===== src/rtl/mem_pkg.sv =====
// Shared constants and types for the word-addressed memory block.
package mem_pkg;

  localparam int DEPTH_DEF = 16;
  localparam int WIDTH_DEF = 16;
  localparam int CNT_W     = 16;

  localparam logic OP_READ  = 1'b0;
  localparam logic OP_WRITE = 1'b1;

  typedef enum logic {
    RESET  = 1'b0,
    ACTIVE = 1'b1
  } state_e;

  // Increment that sticks at all-ones instead of wrapping.
  function automatic logic [CNT_W-1:0] sat_inc(input logic [CNT_W-1:0] v);
    return (v == {CNT_W{1'b1}}) ? v : v + 1'b1;
  endfunction

endpackage


===== src/rtl/mem_array.sv =====
// Register-based word storage: one write port, one registered read port,
// every word cleared on reset. Addresses at or beyond DEPTH are ignored on
// write and read back as zero.
module mem_array
  import mem_pkg::*;
#(
  parameter int DEPTH      = DEPTH_DEF,
  parameter int WIDTH      = WIDTH_DEF,
  parameter int ADDR_WIDTH = $clog2(DEPTH)
) (
  input  logic                  clk_i,
  input  logic                  rst_i,
  input  logic                  we_i,
  input  logic                  re_i,
  input  logic [ADDR_WIDTH-1:0] addr_i,
  input  logic [WIDTH-1:0]      wdata_i,
  output logic [WIDTH-1:0]      rdata_o
);

  localparam logic [ADDR_WIDTH:0] DEPTH_LIM = (ADDR_WIDTH + 1)'(DEPTH);

  logic [WIDTH-1:0] mem_q [DEPTH];
  logic [WIDTH-1:0] mem_d [DEPTH];
  logic [WIDTH-1:0] rdata_q, rdata_d;
  logic             in_range;

  assign in_range = ({1'b0, addr_i} < DEPTH_LIM);

  // Next array contents and read register; read sees the pre-write value.
  always_comb begin
    // NOTE: every output of this block gets a default first so no path leaves it unassigned (no latch).
    mem_d   = mem_q;
    rdata_d = rdata_q;
    if (we_i && in_range) begin
      mem_d[addr_i] = wdata_i;
    end
    if (re_i) begin
      rdata_d = in_range ? mem_q[addr_i] : '0;
    end
  end

  // Storage and read register; reset wins over any request on the same edge.
  always_ff @(posedge clk_i) begin
    if (rst_i) begin
      // NOTE: the whole array is cleared on reset so reads never return X; this rules out a RAM macro, which is fine at this size.
      mem_q   <= '{default: '0};
      rdata_q <= '0;
    end else begin
      // NOTE: sequential state uses non-blocking assignments so every flop samples pre-edge values.
      mem_q   <= mem_d;
      rdata_q <= rdata_d;
    end
  end

  assign rdata_o = rdata_q;

endmodule


===== src/rtl/memory.sv =====
// Memory front end: RESET/ACTIVE state machine, always-ready handshake,
// read-valid pulse and saturating access counters around mem_array.
module memory
  import mem_pkg::*;
#(
  parameter int DEPTH      = DEPTH_DEF,
  parameter int WIDTH      = WIDTH_DEF,
  parameter int ADDR_WIDTH = $clog2(DEPTH)
) (
  input  logic                  clk_i,
  input  logic                  rst_i,
  input  logic                  valid_i,
  input  logic                  wr_rd_i,
  input  logic [ADDR_WIDTH-1:0] addr_i,
  input  logic [WIDTH-1:0]      wdata_i,
  output logic                  ready_o,
  output logic [WIDTH-1:0]      rdata_o,
  output logic                  rvalid_o,
  output logic [CNT_W-1:0]      wr_cnt_o,
  output logic [CNT_W-1:0]      rd_cnt_o
);

  state_e           state_q, state_d;
  logic             rvalid_q, rvalid_d;
  logic [CNT_W-1:0] wr_cnt_q, wr_cnt_d;
  logic [CNT_W-1:0] rd_cnt_q, rd_cnt_d;
  logic             accept, wr_acc, rd_acc;

  assign accept = valid_i && ready_o;
  assign wr_acc = accept && (wr_rd_i == OP_WRITE);
  assign rd_acc = accept && (wr_rd_i == OP_READ);

  // State register.
  always_ff @(posedge clk_i) begin
    if (rst_i) begin
      state_q <= RESET;
    end else begin
      state_q <= state_d;
    end
  end

  // Next state: leave RESET on the first edge without reset, then stay ACTIVE.
  always_comb begin
    state_d = state_q;
    case (state_q)
      RESET:   state_d = ACTIVE;
      ACTIVE:  state_d = ACTIVE;
      default: state_d = RESET;
    endcase
  end

  // State outputs: requests are taken in every ACTIVE cycle.
  always_comb begin
    ready_o = (state_q == ACTIVE);
  end

  // Read-valid pulse and saturating counters.
  always_comb begin
    rvalid_d = rd_acc;
    wr_cnt_d = wr_acc ? sat_inc(wr_cnt_q) : wr_cnt_q;
    rd_cnt_d = rd_acc ? sat_inc(rd_cnt_q) : rd_cnt_q;
  end

  // Handshake and counter registers.
  always_ff @(posedge clk_i) begin
    if (rst_i) begin
      rvalid_q <= 1'b0;
      wr_cnt_q <= '0;
      rd_cnt_q <= '0;
    end else begin
      rvalid_q <= rvalid_d;
      wr_cnt_q <= wr_cnt_d;
      rd_cnt_q <= rd_cnt_d;
    end
  end

  assign rvalid_o = rvalid_q;
  assign wr_cnt_o = wr_cnt_q;
  assign rd_cnt_o = rd_cnt_q;

  mem_array #(
    .DEPTH      (DEPTH),
    .WIDTH      (WIDTH),
    .ADDR_WIDTH (ADDR_WIDTH)
  ) u_mem_array (
    .clk_i   (clk_i),
    .rst_i   (rst_i),
    .we_i    (wr_acc),
    .re_i    (rd_acc),
    .addr_i  (addr_i),
    .wdata_i (wdata_i),
    .rdata_o (rdata_o)
  );

endmodule


===== config.mk =====
export PLATFORM = sky130hd
export DESIGN_NAME = memory
export DESIGN_NICKNAME = d
export VERILOG_FILES = /design/src/rtl/mem_pkg.sv /design/src/rtl/mem_array.sv /design/src/rtl/memory.sv
export SDC_FILE = /design/constraint.sdc
export NUM_CORES = 1
export LEC_CHECK = 0
export CORE_MARGIN = 2
export CORE_UTILIZATION = 60
export DETAILED_ROUTE_END_ITERATION = 8
export PLACE_DENSITY = 0.91
export SYNTH_ARGS = -nofsm -noshare
export SYNTH_HDL_FRONTEND = slang
export SYNTH_SLANG_ARGS = --single-unit

===== constraint.sdc =====
create_clock -name clk_i -period 2.6 [get_ports clk_i]
set_clock_uncertainty 0.2 [all_clocks]
set_input_delay 0.26 -clock clk_i [delete_from_list [all_inputs] [get_ports clk_i]]
set_output_delay 0.26 -clock clk_i [all_outputs]
set_load 0.02 [all_outputs]

==> results.md <==
- Commonest non-fill, non-tap cell in the layout: nand2_1
- CP most frequent cell: buf_4
- Crit-path cells: clkdlybuf4s50_1 -> buf_4 -> and2_1 -> buf_4 -> a2111oi_1 -> nor3_1 -> a211oi_1
- Fillers: 1,485
- Commonest non-fill, non-tap cells in the layout: 541 x nand2_1, 306 x dfxtp_1, 258 x a21oi_1
- Critical Path End Type: flop
- Final setup vio count: 0
- Number of iterations in the first detailed-routing pass: 7
- Final Wtd Congestion: 0.9361
- Synth-to-layout area growth: 15.21%
- Syn avg cell area: 8.035 µm²
- Ys async rst share: 0%
- Final Hold Fails: 0
- Antenna violations before repair: 0
- Setup TNS: 0 ps
- Sequential area share after synthesis: 46.01%
- # rows: 54
- Seq pwr share: roughly half
- WP data arrival: 2740 ps
- Vias: 12,540
- Least-Margin Pin Slew: 1075 ps
- Post-Syn Area: around 13,000 µm²
- Clock power share: 44.1%
- Pwr Total: 9531 µW
- Worst-path fanout max: 13
- First-pass GRT wire length: 60.30 mm
- Top Ports: 74
- Clock sink total: about 300
- MaxCap Viol Count: 0
- Post-CTS setup buffers: 0
- Startpoint types: input port
- Die Span X: 153.0 µm
- Hold buffer count at cts: 0
- Post-Route WL: 37.29 mm
- Clk_lat worst skew: 550 ps
- IR drop worst, VDD: 418.4 µV
- Routed vias/inst: 6.293
- Sw Ratio: 23.36%
- I/O Buffers: 73
- Mapped Nets: 1,683
- ANT nets after route: 0
- Gate power share: 6.1%
- Post_cts resized: 0
- RSZ-0062 raised after global routing: false
- Crit Path Category: input port to flop
- Pint: 7305 µW
- Avg WL per Cell: 18.72 µm
- Total gr overflow: 0
- Sw power: ~2200 µW
- PwrDens: 621.4 nW/µm²
- Drt drc: 0
- Top_reg_cell synth: dfxtp_1
- Post-synth EDFFs: 0
- Diodes inserted: 0
- Syn. warnings: 0
- Dpl hpwl: 23.37 mm
- Max incr delay on CP: 760 ps
- Die height: 153.0 µm
- Clk root buf: clkbuf_16
- Slowest CP cell: a2111oi_1
- Initial core utilization: 61.01%
- Largest net degree at the start of global routing: 95
- Die area: 23,400 µm²
- Syn Inst Count: approximately 1,700
- Final Hold Slack: 95.60 ps
- Clk buf depth: 3
- Minimum clock period: 2469 ps
- CTS buffer count: 30
- Hold WC Path Type: input port to flop
- Register clock-pin slew on the reported worst setup and hold paths: approximately 60 ps
- Fin nets: 1,715
- Initial DRC count: 1,568
- Share of layout cells above drive strength 1: 9.287%
- Leakage: about 0.0050 µW
- Count of different cell masters after synthesis: 52
- Outcome: complete, no violations
- Max frequency: 0.4050 GHz
- Util after Layout: 70.28%
- H-tree depth: 1
- Slew Limit Fails: 0
- Final Cycle Share: 94.96%
- Gr usage total: 31.05%
- CP Data Required Time: 2870 ps
- Number of synthesized register bits: 306
- Core area: 21,820 µm²
- Vias in the first global route: 12,360
- Worst slew margin: between 20% and 30%
- CTS tree: built
==> worst paths after layout <==
path	start	end	slack (ps)	depth (start not counted)
setup / recovery	addr_i[0]	u_mem_array.rdata_o[4]	130	7
hold / removal	rst_i	wr_cnt_o[2]	100	2
setup reg to reg	ready_o	u_mem_array.mem_q[233]	330	6
hold reg to reg	u_mem_array.mem_q[189]	u_mem_array.mem_q[189]	250	2
==> power by group through the flow <==
stage | Sequential (µW) | Clock (µW) | Combinational, µW
6_report | 4740 | 4200 | 586
5_1_grt | 4740 | 4390 | 615
4_1_cts | 4740 | 4210 | 572
3_5_place_dp | 4850 | 0 | 569
3_3_place_gp | 4840 | 0 | 557
2_1_floorplan | 4860 | 0 | 357
==> registers in the layout (all words and copies together), names as in the netlist <==
register and count:
u_mem_array.mem_q 256, rvalid_o 1, u_mem_array.rdata_o 16, wr_cnt_o 16, rd_cnt_o 16, ready_o 1
==> synthesized netlist by cell type (2+ instances only) <==
cell type    n  area share, %
nand2_1    541             15
dfxtp_1    306             46
a21oi_1    258            9.7
clkbuf_1    94            2.7
mux2i_1     82            6.2
nor2_1      72            2.0
a211oi_1    33            1.9
o22ai_1     32            1.5
buf_2       24           0.90
nor3_1      23           0.86
xnor2_1     22            1.4
a2111oi_1   18            1.4
nor2b_1     18           0.85
mux4_2      16            2.7
buf_4       14           0.79
nand3_1     13           0.49
nor2_2       8           0.38
nand4_1      7           0.33
buf_6        6           0.51
inv_1        6           0.17
nor3_2       5           0.38
a311oi_1     4           0.26
and2_1       4           0.19
and4_1       4           0.26
nand2b_1     4           0.19
nor4_1       4           0.19
a2111oi_2    3           0.34
a31oi_1      3           0.14
xor2_1       3           0.20
and3_1       2          0.094
buf_1        2          0.056
ha_1         2           0.19
nand3_2      2           0.15
o211ai_1     2           0.11
o21ai_0      2          0.075
or2_2        2          0.094
==> final cells by class <==
class,count,area [µm²],area share (%)
Clock buffer,47,905.9,5.906
Clock inverter,8,51.30,0.3344
Inverter,6,22.52,0.1468
Multi-Input combinational cell,1205,6513,42.46
Sequential cell,306,6126,39.94
Tap cell,280,350.3,2.284
Timing Repair Buffer,140,1370,8.932
==> layer usage <==
| layer | global-route usage, % | vias up | share of wire [%] |
|---|---|---|---|
| met2 | 52.94 | 809 | 47 |
| met4 | 20.02 | 0 | 6.4 |
| met3 | 4.281 | 205 | 9.5 |
| li1 | - | 5660 | - |
| met5 | 0 | - | 0 |
| met1 | 36.86 | 5862 | 37 |
==> worst max-delay path: cells and delay by family <==
family	cells	cell delay [ps]
buffers and inverters	3	960
AO/OA/AOI/OAI	2	1030
AND/OR/NAND/NOR	2	480
==> through the flow <==
step | worst slack [ps] | cell area (µm²) | cells
after floorplan | 593.7 | 13310 | 1657
after global placement | -241.2 | 14380 | 1937
after detailed placement | -311.8 | 14380 | 1937
after CTS | 211.7 | 15340 | 1992
after global routing | 114.6 | 15340 | 1992
final | 131.1 | 15340 | 1992
==> cell families (layout without fill, tap and decap cells) <==
family,count (synthesis),after routing,synth area share [%]
buffers and inverters,146,201,5.075
AO/OA/AOI/OAI,358,358,15.51
flip-flops,306,306,46.01
AND/OR/NAND/NOR,722,722,22.70
XOR/XNOR,25,25,1.645
adder cells (fa/ha/maj),2,2,0.1879
multiplexers,98,98,8.871
Note: power is estimated with default switching activity, not from simulation.
